[config.mk]
export PLATFORM = sky130hd
export DESIGN_NAME = multicycle_ctrl
export DESIGN_NICKNAME = d
export VERILOG_FILES = /design/src/rtl/mc_pkg.sv /design/src/rtl/mc_mem_timer.sv /design/src/rtl/multicycle_ctrl.sv
export SDC_FILE = /design/constraint.sdc
export NUM_CORES = 1
export LEC_CHECK = 0
export CORE_AREA = 2 2 54 56
export CTS_CLUSTER_SIZE = 24
export DETAILED_ROUTE_END_ITERATION = 10
export DIE_AREA = 0 0 56 58
export PLACE_DENSITY = 0.77
export SLEW_MARGIN = 25
export SYNTH_ARGS = -nofsm -noshare
export SYNTH_HDL_FRONTEND = slang
export SYNTH_SLANG_ARGS = --single-unit
[constraint.sdc]
create_clock -name clk_i -period 3.15 [get_ports clk_i]
set_input_delay 0.315 -clock clk_i [delete_from_list [all_inputs] [get_ports clk_i]]
set_output_delay 0.315 -clock clk_i [all_outputs]
set_load 0.02 [all_outputs]
[src/rtl/mc_pkg.sv]
// Shared types and encodings for the multi-cycle RV32I control FSM.
// Select/op encodings match the datapath mux ordering.
package mc_pkg;

    typedef enum logic [3:0] {
        FETCH    = 4'd0,
        DECODE   = 4'd1,
        EXEC_R   = 4'd2,
        EXEC_I   = 4'd3,
        MEM_ADDR = 4'd4,
        MEM_RD   = 4'd5,
        MEM_WR   = 4'd6,
        WB_ALU   = 4'd7,
        WB_MEM   = 4'd8,
        BRANCH   = 4'd9,
        JAL      = 4'd10,
        FAULT    = 4'd11
    } state_t;

    localparam logic [6:0] OP_R      = 7'b0110011;
    localparam logic [6:0] OP_I      = 7'b0010011;
    localparam logic [6:0] OP_LOAD   = 7'b0000011;
    localparam logic [6:0] OP_STORE  = 7'b0100011;
    localparam logic [6:0] OP_BRANCH = 7'b1100011;
    localparam logic [6:0] OP_JAL    = 7'b1101111;

    localparam logic [2:0] F3_BEQ = 3'b000;

    localparam logic [1:0] ALU_A_PC    = 2'd0;
    localparam logic [1:0] ALU_A_RS1   = 2'd1;
    localparam logic [1:0] ALU_A_OLDPC = 2'd2;

    localparam logic [1:0] ALU_B_RS2  = 2'd0;
    localparam logic [1:0] ALU_B_FOUR = 2'd1;
    localparam logic [1:0] ALU_B_IMM  = 2'd2;

    localparam logic [1:0] ALU_OP_ADD   = 2'b00;
    localparam logic [1:0] ALU_OP_SUB   = 2'b01;
    localparam logic [1:0] ALU_OP_FUNCT = 2'b10;

    localparam logic [1:0] PC_SRC_ALU    = 2'd0;
    localparam logic [1:0] PC_SRC_TARGET = 2'd1;
    localparam logic [1:0] PC_SRC_JAL    = 2'd2;

    localparam logic [1:0] M2R_ALUOUT = 2'd0;
    localparam logic [1:0] M2R_MDR    = 2'd1;
    localparam logic [1:0] M2R_LINK   = 2'd2;

endpackage

[src/rtl/mc_mem_timer.sv]
// Memory wait counter: counts stalled request cycles and flags the cycle
// in which one more stall would reach MEM_TIMEOUT.
module mc_mem_timer #(
    parameter int MEM_TIMEOUT = 16,
    parameter int TIMER_W     = 8
) (
    input  logic clk_i,
    input  logic rst_i,
    input  logic clear_i,
    input  logic inc_i,
    output logic expired_o
);

    localparam logic [TIMER_W-1:0] LAST_WAIT = TIMER_W'(MEM_TIMEOUT - 1);

    logic [TIMER_W-1:0] count_reg;

    always_ff @(posedge clk_i or negedge rst_i) begin
        if (!rst_i) begin
            count_reg <= '0;
        end else if (clear_i) begin
            count_reg <= '0;
        end else if (inc_i) begin
            count_reg <= count_reg + TIMER_W'(1);
        end
    end

    // Only a stalled cycle can expire, so a late ready still wins.
    assign expired_o = inc_i && (count_reg == LAST_WAIT);

endmodule

[src/rtl/multicycle_ctrl.sv]
// Multi-cycle RV32I control FSM sharing one memory port for instructions
// and data; drives every datapath enable and mux select.
module multicycle_ctrl
    import mc_pkg::*;
#(
    parameter int MEM_TIMEOUT = 16,
    parameter int TIMER_W     = 8
) (
    input  logic        clk_i,
    input  logic        rst_i,
    input  logic [31:0] instr_i,
    input  logic        zero_i,
    input  logic        mem_ready_i,
    output logic        pc_write_o,
    output logic        ir_write_o,
    output logic        mem_req_o,
    output logic        mem_we_o,
    output logic        iord_o,
    output logic        reg_write_o,
    output logic [1:0]  alu_src_a_o,
    output logic [1:0]  alu_src_b_o,
    output logic [1:0]  alu_op_o,
    output logic [1:0]  pc_src_o,
    output logic [1:0]  mem_to_reg_o,
    output logic [3:0]  state_o,
    output logic        fault_o
);

    state_t state_reg, state_next;

    logic       pc_write, ir_write, mem_req, mem_we, iord, reg_write;
    logic [1:0] alu_src_a, alu_src_b, alu_op, pc_src, mem_to_reg;
    logic       timer_expired;

    logic [6:0] opcode;
    logic [2:0] funct3;
    logic       unused_instr_bits;

    assign opcode            = instr_i[6:0];
    assign funct3            = instr_i[14:12];
    assign unused_instr_bits = ^{instr_i[31:15], instr_i[11:7]};

    mc_mem_timer #(
        .MEM_TIMEOUT(MEM_TIMEOUT),
        .TIMER_W    (TIMER_W)
    ) u_mem_timer (
        .clk_i    (clk_i),
        .rst_i    (rst_i),
        .clear_i  (!mem_req || mem_ready_i),
        .inc_i    (mem_req && !mem_ready_i),
        .expired_o(timer_expired)
    );

    always_ff @(posedge clk_i or negedge rst_i) begin
        if (!rst_i) begin
            state_reg <= FETCH;
        end else begin
            state_reg <= state_next;
        end
    end

    always_comb begin
        state_next = state_reg;
        pc_write   = 1'b0;
        ir_write   = 1'b0;
        mem_req    = 1'b0;
        mem_we     = 1'b0;
        iord       = 1'b0;
        reg_write  = 1'b0;
        alu_src_a  = ALU_A_PC;
        alu_src_b  = ALU_B_RS2;
        alu_op     = ALU_OP_ADD;
        pc_src     = PC_SRC_ALU;
        mem_to_reg = M2R_ALUOUT;
        case (state_reg)
            FETCH: begin
                mem_req   = 1'b1;
                alu_src_b = ALU_B_FOUR;
                if (mem_ready_i) begin
                    ir_write   = 1'b1;
                    pc_write   = 1'b1;
                    state_next = DECODE;
                end else if (timer_expired) begin
                    state_next = FAULT;
                end
            end
            DECODE: begin
                // ALUOut captures oldPC + imm for a possible branch/jal.
                alu_src_a = ALU_A_OLDPC;
                alu_src_b = ALU_B_IMM;
                case (opcode)
                    OP_R:               state_next = EXEC_R;
                    OP_I:               state_next = EXEC_I;
                    OP_LOAD, OP_STORE:  state_next = MEM_ADDR;
                    OP_BRANCH:          state_next = BRANCH;
                    OP_JAL:             state_next = JAL;
                    default:            state_next = FAULT;
                endcase
            end
            EXEC_R: begin
                alu_src_a  = ALU_A_RS1;
                alu_src_b  = ALU_B_RS2;
                alu_op     = ALU_OP_FUNCT;
                state_next = WB_ALU;
            end
            EXEC_I: begin
                alu_src_a  = ALU_A_RS1;
                alu_src_b  = ALU_B_IMM;
                alu_op     = ALU_OP_FUNCT;
                state_next = WB_ALU;
            end
            WB_ALU: begin
                reg_write  = 1'b1;
                state_next = FETCH;
            end
            MEM_ADDR: begin
                alu_src_a  = ALU_A_RS1;
                alu_src_b  = ALU_B_IMM;
                state_next = (opcode == OP_LOAD) ? MEM_RD : MEM_WR;
            end
            MEM_RD, MEM_WR: begin
                mem_req = 1'b1;
                iord    = 1'b1;
                mem_we  = (state_reg == MEM_WR);
                if (mem_ready_i) begin
                    state_next = (state_reg == MEM_RD) ? WB_MEM : FETCH;
                end else if (timer_expired) begin
                    state_next = FAULT;
                end
            end
            WB_MEM: begin
                reg_write  = 1'b1;
                mem_to_reg = M2R_MDR;
                state_next = FETCH;
            end
            BRANCH: begin
                alu_src_a = ALU_A_RS1;
                alu_src_b = ALU_B_RS2;
                alu_op    = ALU_OP_SUB;
                pc_src    = PC_SRC_TARGET;
                if (funct3 == F3_BEQ) begin
                    pc_write   = zero_i;
                    state_next = FETCH;
                end else begin
                    state_next = FAULT;
                end
            end
            JAL: begin
                reg_write  = 1'b1;
                mem_to_reg = M2R_LINK;
                pc_write   = 1'b1;
                pc_src     = PC_SRC_JAL;
                state_next = FETCH;
            end
            FAULT:   state_next = FAULT;
            default: state_next = FAULT;
        endcase
    end

    // Reset forces every output low immediately, abandoning any access.
    assign pc_write_o   = rst_i && pc_write;
    assign ir_write_o   = rst_i && ir_write;
    assign mem_req_o    = rst_i && mem_req;
    assign mem_we_o     = rst_i && mem_we;
    assign iord_o       = rst_i && iord;
    assign reg_write_o  = rst_i && reg_write;
    assign alu_src_a_o  = rst_i ? alu_src_a  : 2'd0;
    assign alu_src_b_o  = rst_i ? alu_src_b  : 2'd0;
    assign alu_op_o     = rst_i ? alu_op     : 2'd0;
    assign pc_src_o     = rst_i ? pc_src     : 2'd0;
    assign mem_to_reg_o = rst_i ? mem_to_reg : 2'd0;
    assign state_o      = state_reg;
    assign fault_o      = rst_i && (state_reg == FAULT);

endmodule

-- Word-level counts from Yosys, hierarchy flattened
Index checks and enable logic that the tools add are counted.
- reductions and logical operators: 22
- muxes and demuxes: 28
- equality and inequality tests: 18
- add/sub/neg operators: 1
- operators with widths (kind ; count):
    case mux 4 bit (7 select lines) ; 1
    2-to-1 mux 4 bit ; 5
    case mux 2 bit (2 select lines) ; 5
    case mux 4 bit (5 select lines) ; 1
    == test 4 x 3 -> 1 bit, second input constant ; 4
    == test 4 bit, second input constant ; 4
    2-to-1 mux 8 bit ; 2
    == test 7 x 6 -> 1 bit, second input constant ; 2
    == test 7 bit, second input constant ; 2
    2-to-1 mux 2 bit ; 6
    logical AND 1 bit ; 9
    OR reduction 3 bit ; 3
    adder 8 x 1 -> 8 bit, second input constant ; 1
    == test 4 x 2 -> 1 bit, second input constant ; 2
    == test 8 x 4 -> 1 bit, second input constant ; 1
    == test 7 x 2 -> 1 bit, second input constant ; 1
    == test 7 x 5 -> 1 bit, second input constant ; 1
    2-to-1 mux 1 bit ; 7
    OR reduction 2 bit ; 3
    == test 4 x 1 -> 1 bit, second input constant ; 1
    zero test 4 bit ; 1
    OR reduction 4 bit ; 1
    zero test 3 bit ; 1
    case mux 1 bit (3 select lines) ; 1
    3 further kinds ; 4
- output and inout bits: 21
- flip-flop bits (word level): 12
- logic and storage cells: 71

-- Logic depth before layout (Yosys ltp)
- word-level depth: 8
- mapped depth: 6
- mapped depth without buffers: 5

-- By module
From an unflattened synthesis, not the netlist that was laid out.
- cell total of the unflattened synthesis: 130
- area total of the unflattened synthesis: 1028.5 µm²
- modules (own cells, without submodules) (module ; times used ; cells an instance ; sequential area each (µm²) ; area each (µm²)):
    multicycle_ctrl ; 1 ; 90 ; 100.1 ; 614.3
    mc_mem_timer ; 1 ; 40 ; 200.2 ; 414.1

-- Worst setup path after synthesis
OpenSTA, ideal clock, no wires.
- path type: register to output
- from: register state_reg[3], in the netlist state_o[3]
- to: output port pc_src_o[0]
- slack: 1.290 ns
- arrival time: 1.545 ns
- stages on the path, launching flop included: 6
- data required time: 2.835 ns
- cell sequence: dfrtp_1 > buf_2 > nor2b_1 > nand2_1 > nor2_1 > buf_4
- word-level cells in the longest chain between the ends: 3
- RTL lines (element ; RTL line ; source):
    start: declaration ; multicycle_ctrl.sv:29 ; state_t state_reg, state_next;
    start signal: assignment ; multicycle_ctrl.sv:58 ; state_reg <= state_next;
    == test 4 bit ; multicycle_ctrl.sv:75 ; case (state_reg)
    case mux 2 bit (2 select lines) (*) ; multicycle_ctrl.sv:75 ;
    2-to-1 mux 2 bit (*) ; multicycle_ctrl.sv:170 ; assign pc_src_o = rst_i ? pc_src : 2'd0;
    end: declaration ; multicycle_ctrl.sv:23 ; output logic [1:0] pc_src_o,
Mark *: on every way between the ends. The rest lies on a longest branch, timed or not.

-- Worst setup path after layout
- from: register state_reg[0], in the netlist state_o[0]
- to: output port pc_write_o
- word-level cells in the longest chain between the ends: 3
- RTL lines (element ; RTL line ; source):
    == test 4 bit or zero test 4 bit (tied branches) ; multicycle_ctrl.sv:75 ;
    case mux 1 bit (3 select lines) (*) ; multicycle_ctrl.sv:75 ;
    logical AND 1 bit (*) ; multicycle_ctrl.sv:161 ; assign pc_write_o = rst_i && pc_write;
    end: declaration ; multicycle_ctrl.sv:14 ; output logic pc_write_o,
Marked as above.

==> flow_summary.yaml <==
status:
  status: "complete, no violations"
clocking:
  htree_levels: 1
  cts_tree: "yes"
  postCtsSetupRepairBufs: 0
  insertion_delay_ns: 0.27
  cts_made_buffers: 3
  cts_sinks: 12
  hold_buffers: 0
  post_cts_resized: 0
  cts_buffer_depth: 2
  clk_pin_slew_ns: 0.07
  cts_root_buffer: "clkbuf_4"
worst_setup_path:
  crit_arrival_ns: 2.44
  crit_fanout: 21
  max_stage_delay_ns: 0.78
  r2r_slack_ns: 1.24
  cp_num_buf_inv: 1
  required_ns: 2.83
  start_kind: "register"
  crit_chain: "nor2b_1, nand3_1, nor4_1, o21a_1, clkdlybuf4s50_1"
  crit_family: "flip-flops"
  slowest_stage: "dfrtp_1"
  end_kind: "output port"
  critical_path_class: "register to output port"
global_routing:
  grt_overflow: 0
  grt_pass1_wl_microns: 4300
  grt.busiest_layer: "met2"
  grt_pass1_vias: 1009
  grt_util_met3: 0.0290
  antenna_found_initial: 0
  grt_max_degree: 23
  use_met1: 0.198
  grt_use_met2: 0.292
  track_usage: 0.161
synth:
  synthTopCellsByArea: "dfrtp_1 29%, nor2_1 6.9%, nor2b_1 3.6%, a21oi_1 3.4%, xnor2_1 3.4%"
  synth.distinct_cells: 44
  netlist_instances: 127
  synth.net_count: 164
  synth_top_cell_area_share: 0.291
  yosysTopAreaCell: "dfrtp_1"
  synth-edff-count: 0
  async_reset_ff_frac: 1.00
  ys_top_cells_by_count: "19 x nor2_1, 12 x dfrtp_1, 9 x nand2_1"
  synth_flop_cell: "dfrtp_1"
  synth_area_sq_mm: 0.00103
  yosysWarnings: 0
  synth_most_common_cell: "nor2_1"
  ys_ff_latch: 12
  seq_area_frac_synth: 0.291
  synth_area_per_cell_sq_um: 8.13
floorplanning:
  fp-row-count: 19
  io-pin-count: 57
  die_h_microns: 58
  core_area_sq_mm: 0.00266
  die_width_microns: 56
  dieArea_sq_mm: 0.00325
  start_util: 0.388
placement:
  dp_slack_ns: 0.667
  place_congestion: 0.803
  dp_hpwl_microns: 1970
  io_buffers: 34
sta:
  relSlewSlack: 0.546
  hold_viol_final: 0
  setup-violations-final: 0
  period_share: 0.875
  final_max_slew_viol_count: 0
  timing.fmax_mhz: 363
  grt_setup_unrepaired: "false"
  setup_slack_ns: 0.394
  setup_tns_ns: 0
  finalCriticalPeriod_ns: 2.76
  skew_ns: 0.00225
  tightest_slew_ns: 0.681
pwr:
  vdd_drop_max_mv: 0.508
  power.leakage_uw: 0.000539
  p_per_area_mw_per_mm2: 740
  total_power_uw: 1030
job:
  max_cap_viol_count: 0
cells_and_area:
  area_growth_pct: 35.4
  diodes: 0
  drive_above_1_share: 0.0637
  nNetsFinal: 195
  fillCellCount: 254
  final_core_util: 0.525
  largest_reg_flops: 8
detailed_routing:
  drc_errors: 0
  final_antenna_net_count: 0
  vias: 1062
  wl_microns: 2610
  vias_per_cell: 5.65
  drt-pass1-iter-count: 4
  wire_per_inst_microns: 13.9
  initialDrtViolationCount: 10
hold_path:
  hold_class: "input port to asynchronous set/reset pin"
[worst register-to-register path: stages, from the launching register on]
cell and delay, ns:
dfrtp_1 0.74, and4bb_1 0.26, a31oi_1 0.31, or2_1 0.35
o211ai_2 0.13
[area by class of cell]
| cell class | count | area, sq um | area share |
|---|---|---|---|
| clock buffers | 4 | 36.3 | 0.0260 |
| inverters | 2 | 7.51 | 0.00537 |
| multi-input cells | 104 | 667 | 0.477 |
| flip-flops and latches | 12 | 300 | 0.215 |
| well taps | 31 | 38.8 | 0.0278 |
| repair buffers | 35 | 348 | 0.249 |
[kinds of logic after synthesis]
| kind of cell | share of synthesized area |
|---|---|
| AND/OR/NAND/NOR | 0.384 |
| AO/OA/AOI/OAI | 0.160 |
| flip-flops | 0.291 |
| buffers and inverters | 0.0630 |
| XOR/XNOR | 0.0594 |
| multiplexers | 0.0303 |
| adder cells (fa/ha/maj) | 0.0121 |
[cells in the final DEF (no fill, tap or decap), types with 3 or more instances in the layout]
master | synthesis | layout
nand3_1 | 4 | 4
nor2_1 | 19 | 19
nand2b_1 | 4 | 4
nor2b_1 | 6 | 6
a31oi_1 | 3 | 3
clkbuf_4 | 0 | 3
xor2_1 | 3 | 3
o21ai_0 | 3 | 3
and3_1 | 4 | 4
nand2_1 | 9 | 9
nor3_1 | 3 | 3
xnor2_1 | 4 | 4
clkdlybuf4s50_1 | 0 | 34
o31a_1 | 3 | 3
a21oi_1 | 7 | 7
dfrtp_1 | 12 | 12
and2_1 | 3 | 3
[layer usage]
metal / vias up / wire [microns]
li1: 518 / -
met1: 508 / 1190
met2: 32 / 1280
met3: 4 / 92
met4: 0 / 36
met5: - / 0
[worst paths after layout]
path | start | to | cells after the start
worst max-delay path | state_o[0] | pc_write_o | 5
worst min-delay path | rst_i | state_o[0] | 1
worst max register to register | state_o[1] | state_o[1] | 4
worst min register to register | u_mem_timer.count_reg[0] | u_mem_timer.count_reg[0] | 1
max in group asynchronous | rst_i | u_mem_timer.count_reg[1] | 2
min in group clk_i | u_mem_timer.count_reg[0] | u_mem_timer.count_reg[0] | 1
[through the flow]
step,hold slack [ns],instances,area (sq um)
after floorplan,0.0194,127,1030
after global placement,0.440,184,1360
after detailed placement,0.443,184,1360
after CTS,0.326,188,1400
after global routing,0.331,188,1400
final,0.329,188,1400
[power by group]
part / switching [uW] / total (uW) / leakage (uW) / internal [uW]
sequential: 130 / 314 / 0.000159 / 184
combinational: 306 / 601 / 0.000359 / 295
clock: 48.9 / 119 / 0.0000210 / 70.2
total: 485 / 1030 / 0.000539 / 549
Note: power is estimated with default switching activity, not from simulation.
